### src/rtl/pipe_skid_stage.sv
// Pipeline stage register with a 2-entry skid buffer so in_ready is a pure register decode.
// Optional performance counters (stall_cnt, bubble_cnt) are built when PERF_CNT_EN is defined.
module pipe_skid_stage #(
`ifdef PERF_CNT_EN
    parameter int unsigned CNT_W = 16,
`endif
    parameter int unsigned DATA_W = 64,
    parameter logic [DATA_W-1:0] BUBBLE_VAL = {DATA_W{1'b0}}
) (
    input  logic              clk,
    input  logic              rst,
    input  logic              flush,
    input  logic              in_valid,
    output logic              in_ready,
    input  logic [DATA_W-1:0] in_data,
    output logic              out_valid,
    input  logic              out_ready,
    output logic [DATA_W-1:0] out_data,
`ifdef PERF_CNT_EN
    output logic [CNT_W-1:0]  stall_cnt,
    output logic [CNT_W-1:0]  bubble_cnt,
`endif
    output logic [1:0]        dbg_state
);

    typedef enum logic [1:0] {
        EMPTY = 2'd0,
        ONE   = 2'd1,
        FULL  = 2'd2
    } state_t;

    state_t            state_q;
    logic [DATA_W-1:0] main_q;
    logic [DATA_W-1:0] skid_q;
    logic              in_fire;
    logic              out_fire;

    // Handshake: a transfer happens on a rising edge where valid and ready are both high.
    // Once out_valid is raised it stays high with stable out_data until out_fire.
    assign in_ready  = (state_q != FULL);
    assign out_valid = (state_q != EMPTY);
    assign out_data  = out_valid ? main_q : BUBBLE_VAL;
    assign in_fire   = in_valid & in_ready;
    assign out_fire  = out_valid & out_ready;
    assign dbg_state = state_q;

    always_ff @(posedge clk or posedge rst) begin
        if (rst) begin
            state_q <= EMPTY;
            main_q  <= BUBBLE_VAL;
            skid_q  <= BUBBLE_VAL;
        end else if (flush) begin
            // An in_fire in this cycle is dropped; an out_fire already counted as delivered.
            state_q <= EMPTY;
            main_q  <= BUBBLE_VAL;
            skid_q  <= BUBBLE_VAL;
        end else begin
            case (state_q)
                EMPTY: begin
                    if (in_fire) begin
                        main_q  <= in_data;
                        state_q <= ONE;
                    end
                end
                ONE: begin
                    if (in_fire && out_fire) begin
                        main_q <= in_data;
                    end else if (in_fire) begin
                        skid_q  <= in_data;
                        state_q <= FULL;
                    end else if (out_fire) begin
                        state_q <= EMPTY;
                    end
                end
                FULL: begin
                    if (out_fire) begin
                        main_q  <= skid_q;
                        state_q <= ONE;
                    end
                end
                default: state_q <= EMPTY;
            endcase
        end
    end

`ifdef PERF_CNT_EN
    logic [CNT_W-1:0] stall_q;
    logic [CNT_W-1:0] bubble_q;

    // Counters saturate and survive flush; only rst clears them.
    always_ff @(posedge clk or posedge rst) begin
        if (rst) begin
            stall_q  <= '0;
            bubble_q <= '0;
        end else begin
            if (out_valid && !out_ready && (stall_q != {CNT_W{1'b1}})) begin
                stall_q <= stall_q + 1'b1;
            end
            if (!out_valid && (bubble_q != {CNT_W{1'b1}})) begin
                bubble_q <= bubble_q + 1'b1;
            end
        end
    end

    assign stall_cnt  = stall_q;
    assign bubble_cnt = bubble_q;
`endif

endmodule

### config.mk
export PLATFORM = sky130hd
export DESIGN_NAME = pipe_skid_stage
export DESIGN_NICKNAME = d
export VERILOG_FILES = /design/src/rtl/pipe_skid_stage.sv
export SDC_FILE = /design/constraint.sdc
export NUM_CORES = 1
export LEC_CHECK = 0
export CAP_MARGIN = 40
export CORE_MARGIN = 8
export CORE_UTILIZATION = 38
export CTS_BUF_LIST = sky130_fd_sc_hd__clkbuf_8
export DETAILED_ROUTE_END_ITERATION = 16
export PLACE_DENSITY = 0.64
export SLEW_MARGIN = 0
export SYNTH_ARGS = -nofsm -noshare
export SYNTH_HDL_FRONTEND = slang
export SYNTH_SLANG_ARGS = --single-unit
### constraint.sdc
create_clock -name clk -period 12.01 [get_ports clk]
set_input_delay 2.402 -clock clk [delete_from_list [all_inputs] [get_ports clk]]
set_output_delay 2.402 -clock clk [all_outputs]
set_load 0.01 [all_outputs]
**Word level (Yosys, flattened, before mapping)**

Cells that the tools add are included.

- Register bits after elaboration: 130
- Word-level logic and storage cells: 39

- Eq/ne operators: 9
- Mux-type cells: 16
- Bitwise gates (word level): 2
- Reductions and logical operators: 9

Operator list:

| operator | count |
|---|---|
| 64-bit 2-to-1 mux | 8 |
| 64-bit case mux with 3 select lines | 1 |
| 2-bit 2-to-1 mux | 6 |
| 3-bit inequality test, second input constant | 4 |
| 4-bit AND reduction | 2 |
| 2-bit case mux with 3 select lines | 1 |
| 2-bit nonzero test | 3 |
| 2-bit inequality test, second input constant | 2 |
| 4-bit inequality test, second input constant | 1 |
| 4-bit nonzero test | 1 |
| 3-bit AND reduction | 1 |
| 1-bit bitwise AND | 2 |
| 2-bit by 1-bit == test with 1-bit output, second input constant | 1 |
| 2-bit == test, second input constant | 1 |
| 2-bit zero test | 1 |
| 1-bit logical AND | 1 |

**Longest topological paths before layout**

Gate-level depths: netlist of run 1.

- Depth after elaboration: 7
- Depth in mapped cells: 7
- Mapped depth without buffers: 3

**Worst setup path before layout of run 1**

OpenSTA, ideal clock, no wires.

- Path kind: register -> output
- Start point: reg state_q[0] (netlist: dbg_state[0])
- End point: out out_data[10]
- Arrival: 1.356 ns
- Slack: 8.252 ns
- Cell stages (with the launch flop): 6
- Path buffers: 3
- Cell sequence: dfrtp_1 -> buf_4 -> nor2_1 -> clkbuf_1 -> clkbuf_1 -> nor2b_1

- Word-level cells in the longest chain between the ends: 2

RTL lines:

| what | line | source |
|---|---|---|
| from (decl) | 32 | `state_t state_q;` |
| from (signal assigned) | 49 | `state_q <= EMPTY;` |
| from (signal assigned) | 54 | `state_q <= EMPTY;` |
| from (signal assigned) | 62 | `state_q <= ONE;` |
| 2-bit nonzero test | 41 | `assign out_valid = (state_q != EMPTY);` |
| 64-bit 2-to-1 mux | 42 | `assign out_data = out_valid ? main_q : BUBBLE_VAL;` |
| to (decl) | 18 | `output logic [DATA_W-1:0] out_data,` |

No other way between the ends.

**Worst setup path after layout of run 1**

- Start point: reg state_q[1] (netlist: dbg_state[1])
- End point: out out_data[32]

Same word-level chain as after synthesis.

==> results of run 1 <==
[kinds of logic (layout without fill, tap and decap cells)]
| group | after synthesis | count (layout) | share of synthesized area (%) |
|---|---|---|---|
| and+or+nand+nor | 201 | 201 | 14.2 |
| AOI/OAI and AO/OA | 196 | 196 | 21.0 |
| DFF | 130 | 130 | 49.0 |
| buffers and inverters | 82 | 182 | 6.01 |
| muxes | 65 | 65 | 9.80 |
[cell usage in the layout (no fill, tap or decap)]
cell / instances
inv_4: 1
clkbuf_8: 21
buf_4: 10
nand2_1: 129
nand2b_4: 1
nand3b_1: 2
dfrtp_2: 1
inv_1: 6
bufinv_16: 2
clkdlybuf4s50_1: 135
clkinv_2: 3
buf_12: 2
o31ai_1: 64
nor2_1: 1
buf_16: 1
nor2b_1: 64
nand4bb_4: 1
mux2i_4: 1
nor4bb_4: 1
inv_2: 1
or3b_2: 1
o21a_1: 1
mux2i_1: 64
o211a_2: 1
nor2_4: 1
a211oi_1: 1
a21oi_1: 65
o2111ai_1: 64
dfrtp_1: 129
[power groups by stage]
stage          combinational (mW)  clock, mW  sequential, mW
2_1_floorplan              0.0970          0           0.479
3_5_place_dp                0.170          0           0.486
5_1_grt                     0.184      0.388           0.480
3_3_place_gp                0.163          0           0.485
6_report                    0.169      0.360           0.478
4_1_cts                     0.170      0.369           0.478
[critical path: stages (launching register included)]
cell             delay [ps]
dfrtp_1                 570
nor2_4                  510
buf_4                   490
nor2b_1                 160
clkdlybuf4s50_1         520
[sequential cells by signal, indices dropped and copies added, names as in the netlist]
signal and cells:
main_q 64, skid_q 64, dbg_state 2
[how the worst max path moves through the flow]
stage          slack [ps]  cells past startpoint            to         start
2_1_floorplan        6140                      1  dbg_state[0]           rst
3_3_place_gp         7100                      6    main_q[55]      in_valid
3_5_place_dp         7020                      6    main_q[56]      in_valid
4_1_cts              6870                      4  out_data[27]  dbg_state[1]
5_1_grt              6720                      4   out_data[0]  dbg_state[1]
6_report             6900                      4  out_data[32]  dbg_state[1]
[layout make-up]
type                       count  share of cell area (%)
timing repair buffer         148                    17.6
tap                          225                    3.32
clock inverter                10                    1.11
multi-input combinational    462                    35.9
clock buffer                  21                    3.41
inverter                       3                   0.162
sequential                   130                    38.4
[layer usage]
metal | global-route usage [%] | routed length (um) | up-vias
li1 | - | - | 2608
met1 | 22.4 | 8300 | 2747
met2 | 28.6 | 9420 | 184
met3 | 4.71 | 1190 | 22
met4 | 6.48 | 342 | 0
met5 | 0 | 0 | -
[through the flow]
stage / cell area, um^2 / utilization [%]
floorplan: 6640 / -
global placement: 8020 / 46.7
detailed placement: 8090 / 47.1
CTS: 8470 / 49.3
global route: 8470 / 49.3
finish: 8470 / 49.3
==> results.json, run 1 <==
{
  "status": "finished, final reports clean",
  "h-tree-depth": 4,
  "grt_pass1_wl_um": 30900,
  "dr.first_iter.drc_count": 601,
  "layout-drive-gt1-share_pct": 6.33,
  "clock_latency_ps": 440,
  "diodes": 0,
  "wire_per_inst_um": 19.3,
  "multi_input_area_um2": 3040,
  "gp_congestion": 0.788,
  "min_path_type": "reg2reg",
  "antenna_left": 0,
  "fmax_mhz": 196,
  "cts_inserted_buffers": 17,
  "start_util_pct": 38.6,
  "startpoint_type": "flip-flop",
  "ys_seq_elements": 130,
  "cts.sinks": 130,
  "synth.most_common_cell": "dfrtp_1",
  "whs_endpoint": "skid_q[42]",
  "ys.flop_type": "dfrtp_1",
  "grt_max_degree": 88,
  "die_h_um": 148,
  "synthCells": 674,
  "skew_ps": 10.3,
  "drv_cap": 0,
  "clockBufferDepth": 2,
  "viasPerCell": 5.57,
  "synthDistinctLibCells": 22,
  "r2r_setup_slack_ps": 9130,
  "finalHoldWorstSlack_ps": 522,
  "rr_worst_depth": 5,
  "post-place-ws_ps": 7020,
  "drc": 0,
  "register_area_um2": 3250,
  "coreArea_um2": 17200,
  "hold_viol_final": 0,
  "drv_slew": 0,
  "clk_pin_slew_ps": 70,
  "synth_top_area_share_pct": 49.0,
  "syn-cell-area_um2": 6640,
  "overflow": 0,
  "syn_nets": 743,
  "fillers": 1600,
  "first_pass_iters": 6,
  "setup_violations": 0,
  "min_period_ps": 5110,
  "fin_crit_sh_pct": 42.5,
  "switchingPower_uw": 268,
  "final_cells": 999,
  "synth_seq_area_share_pct": 49.0,
  "avgSynthCellArea_um2": 9.85,
  "postCtsSetupBuffers": 0,
  "dpl.cell_count": 968,
  "rsz0062_at_grt": "no",
  "intPower_uw": 738,
  "track_usage_pct": 17.7,
  "die_w_um": 148,
  "crit_type": "reg2out",
  "rr_endpoint": "main_q[11]",
  "io-pin-count": 137,
  "p_sw_share_pct": 26.6,
  "cts_tree": "built",
  "rows": 48,
  "synth_warnings": 0,
  "ctsHoldBuffers": 0,
  "ctsResizeCount": 0,
  "yosysTopAreaCell": "dfrtp_1",
  "async_reset_ff_share_pct": 100,
  "ir_drop_mv": 0.0652,
  "slew_headroom_pct": 41.4,
  "place.port_buffers": 136,
  "nNetsFinal": 831,
  "grt_pass1_vias": 5621,
  "tightestPinTransition_ps": 878,
  "regToRegStartpoint": "dbg_state[0]",
  "min_from": "skid_q[42]",
  "cts_root_buffer": "clkbuf_8",
  "end_kind": "output port",
  "dieArea_um2": 22000,
  "power_density_nw_per_um2": 119,
  "cp_max_fo": 44,
  "cp.arrival_ps": 2710,
  "layout_setup_ws_ps": 6900,
  "area_growth_pct": 27.6,
  "synth_area_leaders": "dfrtp_1 (49%), mux2i_1 (9.8%), o2111ai_1 (8.4%)",
  "p_total_mw": 1.01,
  "p_comb_share_pct": 16.8,
  "hold-path-cell-count": 2,
  "required_ps": 9610,
  "tns_ps": 0,
  "dp_hpwl_um": 12600,
  "synthTopCellsByCount": "dfrtp_1 (130), nand2_1 (129), a21oi_1 (65), mux2i_1 (65)",
  "vias": 5561,
  "drt_wl_total_um": 19200,
  "antenna_found_initial": 0,
  "p_seq_share_pct": 47.5,
  "synth_edf_count": 0,
  "p_leak_nw": 3.68,
  "power_frac_clock_pct": 35.8
}
(Power assumes the default switching activity.)
==> run 2, diff against run 1 <==
--- a/config.mk
+++ b/config.mk
@@ -10,7 +10,7 @@
 export CORE_UTILIZATION = 38
 export CTS_BUF_LIST = sky130_fd_sc_hd__clkbuf_8
 export DETAILED_ROUTE_END_ITERATION = 16
-export PLACE_DENSITY = 0.64
+export PLACE_DENSITY = 0.67
 export SLEW_MARGIN = 0
 export SYNTH_ARGS = -nofsm -noshare
 export SYNTH_HDL_FRONTEND = slang
==> constraint.sdc (replaced) <==
create_clock -name clk -period 4.25 [get_ports clk]
set_input_delay 0.85 -clock clk [delete_from_list [all_inputs] [get_ports clk]]
set_output_delay 0.85 -clock clk [all_outputs]
set_load 0.01 [all_outputs]
==> run 2 against run 1 <==
Sequential power rose to 2.8 times the previous value. Clock-buffer cell count unchanged. Sequential share of layout area up 0.14 points. Total power rose to 2.8 times the previous value. Global-route usage down 0.12 points. Cell area down 0.37%. Routed wire length down 0.46%. Clock power rose to 2.7 times the previous value. Critical path type unchanged.
==> results.json, run 2 (same netlist as run 1, synthesis figures left out) <==
{
  "status": "finished, final reports clean",
  "dr.first_iter.drc_count": 400,
  "required_ps": 3400,
  "gr-usage-met2_pct": 28.9,
  "power_frac_clock_pct": 34.7,
  "rows": 48,
  "gp_congestion": 0.744,
  "crit_type": "reg2out",
  "vias": 5561,
  "rr_worst_depth": 5,
  "grt_max_degree": 89,
  "die_w_um": 148,
  "postCtsSetupBuffers": 0,
  "min_period_ps": 3550,
  "switchingPower_uw": 770,
  "place.port_buffers": 136,
  "intPower_mw": 2.02,
  "ctsHoldBuffers": 0,
  "dieArea_um2": 22000,
  "ir_drop_mv": 0.192,
  "cp.arrival_ps": 2700,
  "min_path_type": "reg2reg",
  "grt_busiest_layer": "met2",
  "cp_slowest_cell": "buf_4",
  "dpl.cell_count": 969,
  "cts_inserted_buffers": 17,
  "rsz0062_at_grt": "no",
  "layout-drive-gt1-share_pct": 6.59,
  "hold-path-cell-count": 2,
  "r2r_setup_slack_ps": 1330,
  "fin_crit_sh_pct": 83.6,
  "track_usage_pct": 17.6,
  "die_h_um": 148,
  "p_sw_share_pct": 27.6,
  "slew_headroom_pct": 41.7,
  "end_kind": "output port",
  "power_density_nw_per_um2": 331,
  "drc": 0,
  "critPathMaxStageDelay_ps": 670,
  "ctsResizeCount": 0,
  "fmax_mhz": 282,
  "io-pin-count": 137,
  "tns_ps": 0,
  "regToRegStartpoint": "dbg_state[0]",
  "nNetsFinal": 832,
  "dp_hpwl_um": 11500,
  "layout_commonest_cell": "clkdlybuf4s50_1",
  "skew_ps": 6.93,
  "clock_latency_ps": 450,
  "whs_endpoint": "skid_q[54]",
  "startpoint_type": "flip-flop",
  "drv_cap": 0,
  "grt_pass1_wl_um": 31000,
  "p_seq_share_pct": 48.2,
  "clockBufferDepth": 2,
  "cp_max_fo": 72,
  "hold_viol_final": 0,
  "antenna_left": 0,
  "grt_pass1_vias": 5845,
  "area_growth_pct": 27.1,
  "cts_tree": "built",
  "start_util_pct": 38.6,
  "diodes": 0,
  "placed_area_um2": 8080,
  "cts.sinks": 130,
  "drt_wl_total_um": 19200,
  "grt_use_met3_pct": 4.56,
  "design_area_um2": 8440,
  "setup_violations": 0,
  "clk_pin_slew_ps": 70,
  "cp_cell_sequence": "buf_4 > nand2b_4 > clkdlybuf4s50_1",
  "overflow": 0,
  "final_cells": 999,
  "p_leak_nw": 3.66,
  "h-tree-depth": 4,
  "drv_slew": 0,
  "wire_per_inst_um": 19.2,
  "tightestPinTransition_ps": 874,
  "grt_use_met1_pct": 21.9,
  "viasPerCell": 5.57,
  "min_from": "skid_q[54]",
  "cts_root_buffer": "clkbuf_8",
  "first_pass_iters": 5,
  "antenna_found_initial": 0,
  "p_comb_share_pct": 17.1,
  "coreArea_um2": 17200,
  "rr_endpoint": "main_q[2]",
  "final_cell_mix": "clkdlybuf4s50_1 (135), nand2_1 (129), dfrtp_1 (129), a21oi_1 (65)"
}
==> run 2: worst max-delay path by stage <==
stage                       from            to  slack (ps)  cells past startpoint
global placement    dbg_state[0]      in_ready        1190                      3
floorplan                    rst  dbg_state[0]        1790                      1
finish              dbg_state[0]      in_ready         700                      3
detailed placement  dbg_state[0]      in_ready        1170                      3
global route        dbg_state[1]  out_data[51]         580                      4
CTS                 dbg_state[0]      in_ready         680                      3
==> run 2: metal layers <==
metal / part of all wire (%) / vias up
li1: - / 2603
met1: 42 / 2756
met2: 49 / 179
met3: 6.9 / 23
met4: 1.7 / 0
met5: 0 / -
==> run 2: area by class of cell <==
cell class              instances  area (um^2)
flip-flops and latches        130         3250
well taps                     225          282
fillers                      1616         8740
clock inverters                 9         66.3
repair buffers                149         1480
multi-input cells             462         3050
inverters                       3         15.0
clock buffers                  21          289
==> run 2: per-stage QoR <==
step	setup WS, ps	hold WS [ps]	utilization [%]	power [mW]
floorplan	1790	496	-	1.63
global placement	1190	508	46.9	1.84
detailed placement	1170	515	47.1	1.85
CTS	677	524	49.1	2.82
global route	576	537	49.1	2.92
finish	699	521	49.1	2.79
==> run 2: power by group through the flow <==
stage                     Combinational (mW)  Sequential (mW)  Clock [mW]
after floorplan                        0.274             1.35           0
after global placement                 0.470             1.37           0
after detailed placement               0.483             1.37           0
after CTS                              0.484             1.35       0.993
after global routing                   0.520             1.35        1.05
final                                  0.478             1.35       0.969
==> run 2: critical path, delay by kind of cell, from the launching register on <==
| kind | cells | cell delay (ps) |
|---|---|---|
| flops | 1 | 390 |
| simple gates | 1 | 550 |
| buf+inv | 2 | 1300 |
